`src/rtl/gate_seq_pkg.sv`:
```
// rtl/gate_seq_pkg.sv - shared types and constants for the gate vector sequencer
package gate_seq_pkg;

   typedef enum logic [1:0] {
      ST_IDLE   = 2'd0,
      ST_SETTLE = 2'd1,
      ST_CHECK  = 2'd2,
      ST_DONE   = 2'd3
   } state_t;

   localparam int NUM_VEC = 4;

   // Bit positions of each gate result inside the 6-bit result bus
   localparam int BIT_AND  = 5;
   localparam int BIT_NAND = 4;
   localparam int BIT_NOR  = 3;
   localparam int BIT_XOR  = 2;
   localparam int BIT_XNOR = 1;
   localparam int BIT_NOTA = 0;

endpackage

```
`src/rtl/gate_seq_ref_model.sv`:
```
// rtl/gate_seq_ref_model.sv - combinational expected-value model of the gate stage
module gate_ref_model
   import gate_seq_pkg::*;
(
   input  logic       a,
   input  logic       b,
   output logic [5:0] exp
);

   // Golden gate results for the currently driven a/b pair
   always_comb begin
      exp           = '0;
      exp[BIT_AND]  = a & b;
      exp[BIT_NAND] = ~(a & b);
      exp[BIT_NOR]  = ~(a | b);
      exp[BIT_XOR]  = a ^ b;
      exp[BIT_XNOR] = ~(a ^ b);
      exp[BIT_NOTA] = ~a;
   end

endmodule

```
`src/rtl/gate_vector_sequencer.sv`:
```
// rtl/gate_vector_sequencer.sv - exhaustive 2-input gate stage tester; GATE_SEQ_STOP_ON_FAIL_EN ends the run at the first failing vector
module gate_vector_sequencer
   import gate_seq_pkg::*;
#(
   parameter int unsigned SETTLE = 2
) (
   input  logic       clk,
   input  logic       rst,
   input  logic       start,
   output logic       a,
   output logic       b,
   input  logic [5:0] dut_out,
   output logic       busy,
   output logic       done,
   output logic       pass,
   output logic [2:0] err_count,
   output logic [3:0] fail_mask
);

   state_t     state;
   state_t     state_nxt;
   logic [1:0] vec;
   logic [1:0] vec_nxt;
   logic [3:0] cnt;
   logic [5:0] exp;
   logic       mismatch;
   logic       stop_hit;
   logic       last_vec;
   logic       start_ok;

   gate_ref_model u_ref (
      .a   (a),
      .b   (b),
      .exp (exp)
   );

   assign mismatch = (dut_out != exp);
   assign vec_nxt  = vec + 2'd1;

`ifdef GATE_SEQ_STOP_ON_FAIL_EN
   assign stop_hit = mismatch;
`else
   assign stop_hit = 1'b0;
`endif

   assign last_vec = (vec == 2'(NUM_VEC - 1)) || stop_hit;

   // A start is only honoured when idle or after the result has been published
   assign start_ok = start && ((state == ST_IDLE) || ((state == ST_DONE) && done));

   // State register
   always_ff @(posedge clk or posedge rst) begin
      if (rst) state <= ST_IDLE;
      else     state <= state_nxt;
   end

   // Next-state decode
   always_comb begin
      state_nxt = state;
      case (state)
         ST_IDLE:   if (start_ok) state_nxt = ST_SETTLE;
         ST_SETTLE: if (cnt <= 4'd1) state_nxt = ST_CHECK;
         ST_CHECK:  state_nxt = last_vec ? ST_DONE : ST_SETTLE;
         ST_DONE:   if (start_ok) state_nxt = ST_SETTLE;
         default:   state_nxt = ST_IDLE;
      endcase
   end

   // Stimulus, settle counter and result bookkeeping
   always_ff @(posedge clk or posedge rst) begin
      if (rst) begin
         vec       <= '0;
         a         <= 1'b0;
         b         <= 1'b0;
         cnt       <= '0;
         busy      <= 1'b0;
         done      <= 1'b0;
         pass      <= 1'b0;
         err_count <= '0;
         fail_mask <= '0;
      end else begin
         case (state)
            ST_SETTLE: begin
               if (cnt > 4'd1) cnt <= cnt - 4'd1;
            end
            ST_CHECK: begin
               if (mismatch) begin
                  fail_mask[vec] <= 1'b1;
                  if (err_count != 3'(NUM_VEC)) err_count <= err_count + 3'd1;
               end
               if (last_vec) begin
                  a   <= 1'b0;
                  b   <= 1'b0;
                  cnt <= '0;
               end else begin
                  vec <= vec_nxt;
                  a   <= vec_nxt[1];
                  b   <= vec_nxt[0];
                  cnt <= 4'(SETTLE);
               end
            end
            default: begin
               if ((state == ST_DONE) && !done) begin
                  done <= 1'b1;
                  busy <= 1'b0;
                  pass <= (err_count == 3'd0);
               end else if (start_ok) begin
                  vec       <= '0;
                  a         <= 1'b0;
                  b         <= 1'b0;
                  cnt       <= 4'(SETTLE);
                  busy      <= 1'b1;
                  done      <= 1'b0;
                  pass      <= 1'b0;
                  err_count <= '0;
                  fail_mask <= '0;
               end
            end
         endcase
      end
   end

endmodule

```
`config.mk`:
```
export PLATFORM = sky130hd
export DESIGN_NAME = gate_vector_sequencer
export DESIGN_NICKNAME = d
export VERILOG_FILES = /design/src/rtl/gate_seq_pkg.sv /design/src/rtl/gate_seq_ref_model.sv /design/src/rtl/gate_vector_sequencer.sv
export SDC_FILE = /design/constraint.sdc
export NUM_CORES = 1
export LEC_CHECK = 0
export CAP_MARGIN = 25
export CORE_ASPECT_RATIO = 0.75
export CORE_MARGIN = 2
export CORE_UTILIZATION = 45
export DETAILED_ROUTE_END_ITERATION = 16
export HOLD_SLACK_MARGIN = 0.1
export PLACE_DENSITY = 0.67
export SYNTH_ARGS = -nofsm -noshare
export SYNTH_HDL_FRONTEND = slang
export SYNTH_HIERARCHICAL = 1
export SYNTH_SLANG_ARGS = --single-unit
```
`constraint.sdc`:
```
create_clock -name clk -period 2.3 [get_ports clk]
set_input_delay 0.575 -clock clk [delete_from_list [all_inputs] [get_ports clk]]
set_output_delay 0.575 -clock clk [all_outputs]
set_load 0.005 [all_outputs]
```
# After elaboration in Yosys (flattened, before gate mapping)
# Cells that the tools add are included.
dict set report totals {
  ff_bits 20
  input_bits 9
  output_inout_bits 12
  elab_cells 95
}
dict set report op_classes {
  add_sub_neg 3
  order_cmp 4
  eq_ne 14
  mux 34
  n_bitwise 10
  n_reduce_logical 20
}
# operator n
set op_table {}
lappend op_table {{4-bit two-way mux} 6}
lappend op_table {{4-bit one-hot mux with 2 select lines} 2}
lappend op_table {{2-bit two-way mux} 7}
lappend op_table {{3-bit two-way mux} 4}
lappend op_table {{2-bit inequality test, second input constant} 5}
lappend op_table {{1-bit two-way mux} 9}
lappend op_table {{4-bit AND reduction} 2}
lappend op_table {{2-bit == test, second input constant} 3}
lappend op_table {{6-bit inequality test} 1}
lappend op_table {{1-bit inverter} 6}
lappend op_table {{2-bit one-hot mux with 3 select lines} 1}
lappend op_table {{3-bit one-hot mux with 2 select lines} 1}
lappend op_table {{3-bit AND reduction} 2}
lappend op_table {{5-bit AND reduction} 1}
lappend op_table {{4-bit by 1-bit greater-than comparator with 1-bit output, second input constant} 1}
lappend op_table {{4-bit by 1-bit <= comparator with 1-bit output, second input constant} 1}
lappend op_table {{1-bit logical AND} 4}
lappend op_table {{2-bit by 1-bit inequality test with 1-bit output, second input constant} 2}
lappend op_table {{4-bit OR} 1}
lappend op_table {{1-bit one-hot mux with 2 select lines} 2}
lappend op_table {{2-bit one-hot mux with 2 select lines} 1}
lappend op_table {{2-bit AND reduction} 2}
lappend op_table {{2-bit nonzero test} 2}
lappend op_table {{2-bit OR reduction} 2}
lappend op_table {{17 further kinds} 17}

# Longest topological paths before layout
dict set report depth {
  word_depth 7
  mapped_depth 8
  depth_no_buf 8
}

# Hierarchy
# The synthesis kept the hierarchy.
# module n_inst cells_per_inst area_each_um2 seq_area_each_um2
set modules_own_cells {}
lappend modules_own_cells {gate_vector_sequencer 1 117 1224.9 500.5}
lappend modules_own_cells {gate_ref_model 1 7 52.6 0.0}

# Least setup slack after synthesis
# No wires, ideal clock.
dict set report synth_path {
  path_kind {reg-to-reg}
  start {reg a}
  end {reg err_count[1]}
  setup_ns 0.122
  arrival_time_ns 1.683
  t_required_ns 2.178
  slack_ns 0.495
  path_stages_with_launch 9
  n_path_buf 0
  period_less_slack_ns 1.805
  cell_sequence {dfrtp_1 -> inv_1 -> ha_1 -> inv_1 -> xor2_1 -> nor4_2 -> nand3_2 -> and2_4 -> a32o_1}
}
dict set report synth_via {
  elab_cells_between_ends 10
  cone_classes {eq/ne: 2; bitwise: 7; reduce/logical: 1}
}
# element line
set synth_rtl {}
lappend synth_rtl {{start, declared} gate_vector_sequencer.sv:10} ;# output logic a,
lappend synth_rtl {{start signal, assigned} gate_vector_sequencer.sv:97} ;# a <= vec_nxt[1];
lappend synth_rtl {{1-bit inverter} gate_seq_ref_model.sv:18} ;# exp[BIT_NOTA] = ~a;
lappend synth_rtl {{net exp[0]} gate_vector_sequencer.sv:25} ;# logic [5:0] exp;
lappend synth_rtl {{6-bit inequality test} gate_vector_sequencer.sv:37} ;# assign mismatch = (dut_out != exp);
lappend synth_rtl {{2-bit inequality test (no line)} -}
lappend synth_rtl {{5-bit AND reduction (no line)} -}
lappend synth_rtl {{end signal, assigned} gate_vector_sequencer.sv:89} ;# if (err_count != 3'(NUM_VEC)) err_count <= err_count + 3'd1;
lappend synth_rtl {{end, declared} gate_vector_sequencer.sv:16} ;# output logic [2:0] err_count,
# The timed path passes the listed nets, and every way through them passes these cells.
# A chain may end at the register's enable or synchronous reset.

# Final worst setup path
dict set report layout_path {
  start {reg state[1]}
  end {reg err_count[0]}
}
dict set report layout_via {
  elab_chain_cells 6
  elab_cells_between_ends 15
  cone_classes {eq/ne: 6; mux: 1; bitwise: 1; reduce/logical: 7}
}
# element line
set layout_lines {}
lappend layout_lines {{start, declared} gate_vector_sequencer.sv:20} ;# state_t state;
lappend layout_lines {{start signal, assigned} gate_vector_sequencer.sv:54} ;# else state <= state_nxt;
lappend layout_lines {{2-bit == test} {gate_vector_sequencer.sv:49, gate_vector_sequencer.sv:103}}
lappend layout_lines {{1-bit logical AND} gate_vector_sequencer.sv:49} ;# assign start_ok = start && ((state == ST_IDLE) || ((state == ST_DONE) && done));
lappend layout_lines {{1-bit logical OR} gate_vector_sequencer.sv:49}
lappend layout_lines {{1-bit logical AND} gate_vector_sequencer.sv:49}
lappend layout_lines {{2-bit nonzero test (no line)} -}
lappend layout_lines {{5-bit AND reduction (no line)} -}
# Parallel ways exist; a longest one is shown, timed or not.

==> results.md <==
- Status: finished clean
- First-pass GRT wire length: 4.27 mm
- Launch point of the worst path: state[1]
- Average routed wire per standard cell: 13.3 um
- Number of sinks on the clock net: 20
- Critical path's largest stage delay: 0.41 ns
- Total power: 2.01 mW
- Number of flops mapped to enable cells by yosys: 0
- Highest net fanout along the worst path: 9
- Area fraction in compound gates after synthesis: 19.5%
- Core outline area: 2660 um^2
- Post-Layout Cell Count: 184
- Number of antenna violations at the first check in global routing: 0
- Clock group share of total power: 11.5%
- Combinational Power Share: 57.6%
- Power density of the placed cells: 1280 nW/um^2
- Share of the cycle needed by the critical path after routing: 84.9%
- Routed wire length: 2.44 mm
- Peak clock frequency supported by timing: 512 MHz
- Global routing usage summed across all routing layers: 17.0%
- Clock-pin slew of the registers on the worst-case setup and hold paths: 0.08 ns
- Number of buffers inserted during clock tree synthesis: 3
- Number of ports placed on the die boundary: 21
- Number of maximum-capacitance violations: 0
- Detailed placement HPWL: 1.95 mm
- Height of the die: 50.1 um
- Final cell area excluding filler cells: 1570 um^2
- Rows: 16
- Count of yosys warnings during synthesis: 6
- Number of diodes added for antenna fixing: 0
- GR Overflow Total: 0
- Total of hold buffers inserted after clock tree synthesis: 0
- Min Clock Period, post-route: 1.95 ns
- Commonest cells after routing, fill and taps aside: dfrtp_1 (20), clkdlybuf4s50_1 (20), inv_1 (16), ha_1 (16), a21oi_1 (6)
- Type of destination of the critical path: register
- Fraction of power spent switching nets: 41.5%
- Post-Place Cell Area: 1530 um^2
- Footprint of the flip-flops and latches: 500 um^2
- Count of routing violations after the opening detailed-route iteration: 60
- Number of vias per cell after detailed routing: 5.15
- Final-report hold violation count: 0
- Worst Setup Start Kind: register
- Net switching power of the design: 0.834 mW
- Filler Cell Count: 214
- Worst-skew pair later-pin latency: 0.26 ns
- Setup total negative slack: 0 ns
- Classification of the worst-slack hold path: reg -> reg
- Critical path start-end classification: reg -> reg
- Number of nets in the layout: 175
- Area added between synthesis and finish: 23.2%
- Critical-path cell with the highest stage delay: dfrtp_1
- Layout cell share with drive strength beyond 1: 10.1%
- Adder-cell area share of the yosys netlist: 15.7%
- Multiplexer share of the synthesized area: 1.96%
- Number of resized instances in the post-cts repair step: 0
- Peak VDD IR: 0.675 mV
- Master cell of the clock root buffer: clkbuf_8
- Clock Skews: 0.00505 ns
- Area of the multi-input gates: 712 um^2
- Longest Clk Path Bufs: 2
- Synthesized-area fraction occupied by and/or/nand/nor cells: 14.5%
- Required arrival time at the worst endpoint: 2.49 ns
- Post-synthesis sequential element count: 20
- Leakage: 0.713 nW
- Via count of the first global-routing pass: 998
- Pin count of the biggest net entering global routing: 21
- Unrepaired setup endpoints after global routing: false
- Relative contribution of sequential cells to total power: 30.9%
- Pre-antenna DRT Iters: 4
- Setup Buffers After CTS: 0
- Crit Reg-Reg Startpoint: state[1]
- Htree depth: 1
- Dominant combinational cell family by area after synthesis: compound AO/OA/AOI/OAI gates
- Crit path cell chain: inv_1 -> ha_1 -> and2b_1 -> a31oi_4 -> nor2_4 -> a31oi_2 -> a22o_1
- Cell Area, Synth: 1280 um^2
- Synthesized instance count: 124
- Mapped Nets: 149
- Floorplan die width: 65.5 um
- # setup viols final: 0
- Buffers on Ports: 20
- TritonCTS clock tree: done
- Final worst slack: 0.348 ns
- Routed vias: 947
- Die Area: 3290 um^2
- Transition at the pin with the smallest max-transition slack: 0.536 ns
- DRC: 0
- Final antenna-violating net count: 0
- Post-synth ARST share: 100%
- Weighted congestion reported at the end of routability-driven placement: 0.846
- P_int: 1.18 mW
- Xor-xnor portion of the synthesized cell area: 4.11%
- Placed Cells: 181
- Final Max Tran Viols: 0
- Start point of the worst hold path: busy
- Worst hold slack: 0.493 ns
- Relative slew slack: 64.0%
- Distinct cell type count after synthesis: 40
- Worst Setup Slack post-DPL: 0.109 ns
- Starting density of the core: 48.0%
- Core occupancy in the finished layout: 59.1%
- Share of synthesized area occupied by flip-flops and latches: 39.2%
- Endpoint arrival time on the critical path: 2.15 ns
- Synthesized area per cell: 10.3 um^2
- Leading register cell type out of synthesis: dfrtp_1
## cell families (layout without fill, tap and decap cells)
| family | count (synthesis) | in the layout |
|---|---|---|
| AO/OA/AOI/OAI | 33 | 33 |
| XOR/XNOR | 6 | 6 |
| adder cells (fa/ha/maj) | 16 | 16 |
| buffers and inverters | 17 | 41 |
| flip-flops | 20 | 20 |
| multiplexers | 2 | 2 |
| AND/OR/NAND/NOR | 30 | 30 |
## area by class of cell
type,count,share of cell area [%]
clock buffers,3,2.62
inverters,16,3.82
well taps,36,2.86
multi-input cells,87,45.2
repair buffers,22,13.7
flip-flops and latches,20,31.8
## worst max-delay path: cells and delay by family (launching register included)
| family | cells | cell delay, ns |
|---|---|---|
| AND/OR/NAND/NOR | 2 | 0.33 |
| flip-flops | 1 | 0.41 |
| AO/OA/AOI/OAI | 3 | 0.71 |
| buffers and inverters | 1 | 0.11 |
| adder cells (fa/ha/maj) | 1 | 0.33 |
## synthesized netlist by cell type, types with 2 or more instances
master | instances | area, um^2
a211oi_1 | 2 | 15.0
a21o_1 | 2 | 15.0
a21oi_1 | 6 | 30.0
a22o_1 | 5 | 43.8
a31oi_1 | 2 | 12.5
a32o_1 | 2 | 20.0
and2b_1 | 2 | 15.0
dfrtp_1 | 20 | 500
ha_1 | 16 | 200
inv_1 | 16 | 60.1
nand2_1 | 5 | 18.8
nand2b_1 | 3 | 18.8
nand3_1 | 3 | 15.0
nor2_1 | 4 | 15.0
nor2b_1 | 2 | 12.5
o21a_1 | 2 | 15.0
o21ai_0 | 5 | 25.0
xnor2_1 | 2 | 17.5
xor2_1 | 4 | 35.0
## power groups by stage
| stage | clock (mW) | sequential, mW | combinational (mW) |
|---|---|---|---|
| 6_report | 0.231 | 0.622 | 1.16 |
| 5_1_grt | 0.247 | 0.647 | 1.30 |
| 4_1_cts | 0.234 | 0.623 | 1.17 |
| 3_5_place_dp | 0 | 0.629 | 1.17 |
| 3_3_place_gp | 0 | 0.623 | 1.12 |
| 2_1_floorplan | 0 | 0.613 | 0.806 |
## registers in the layout (all words and copies together) (netlist names)
name       flops
state          2
fail_mask      4
cnt            4
err_count      3
busy           1
vec            2
b              1
a              1
done           1
pass           1
## metal layers
layer  share of wire, %  up-vias  wire, um  track usage (%)
met4               0.33        0         8             4.17
met3                4.2        2       102             5.16
met1                 45      444      1110             21.3
met2                 50       19      1230             28.7
met5                  0        -         0                0
li1                   -      482         -                -
## path summary, 6_finish.rpt
kind	end	slack (ns)	depth (start not counted)
max	err_count[0]	0.35	7
min	busy	0.49	1
max reg2reg	err_count[0]	0.35	7
min reg2reg	busy	0.49	1
max in group asynchronous	cnt[3]	1.45	3
min in group asynchronous	err_count[0]	0.63	3
(Power assumes the default switching activity.)
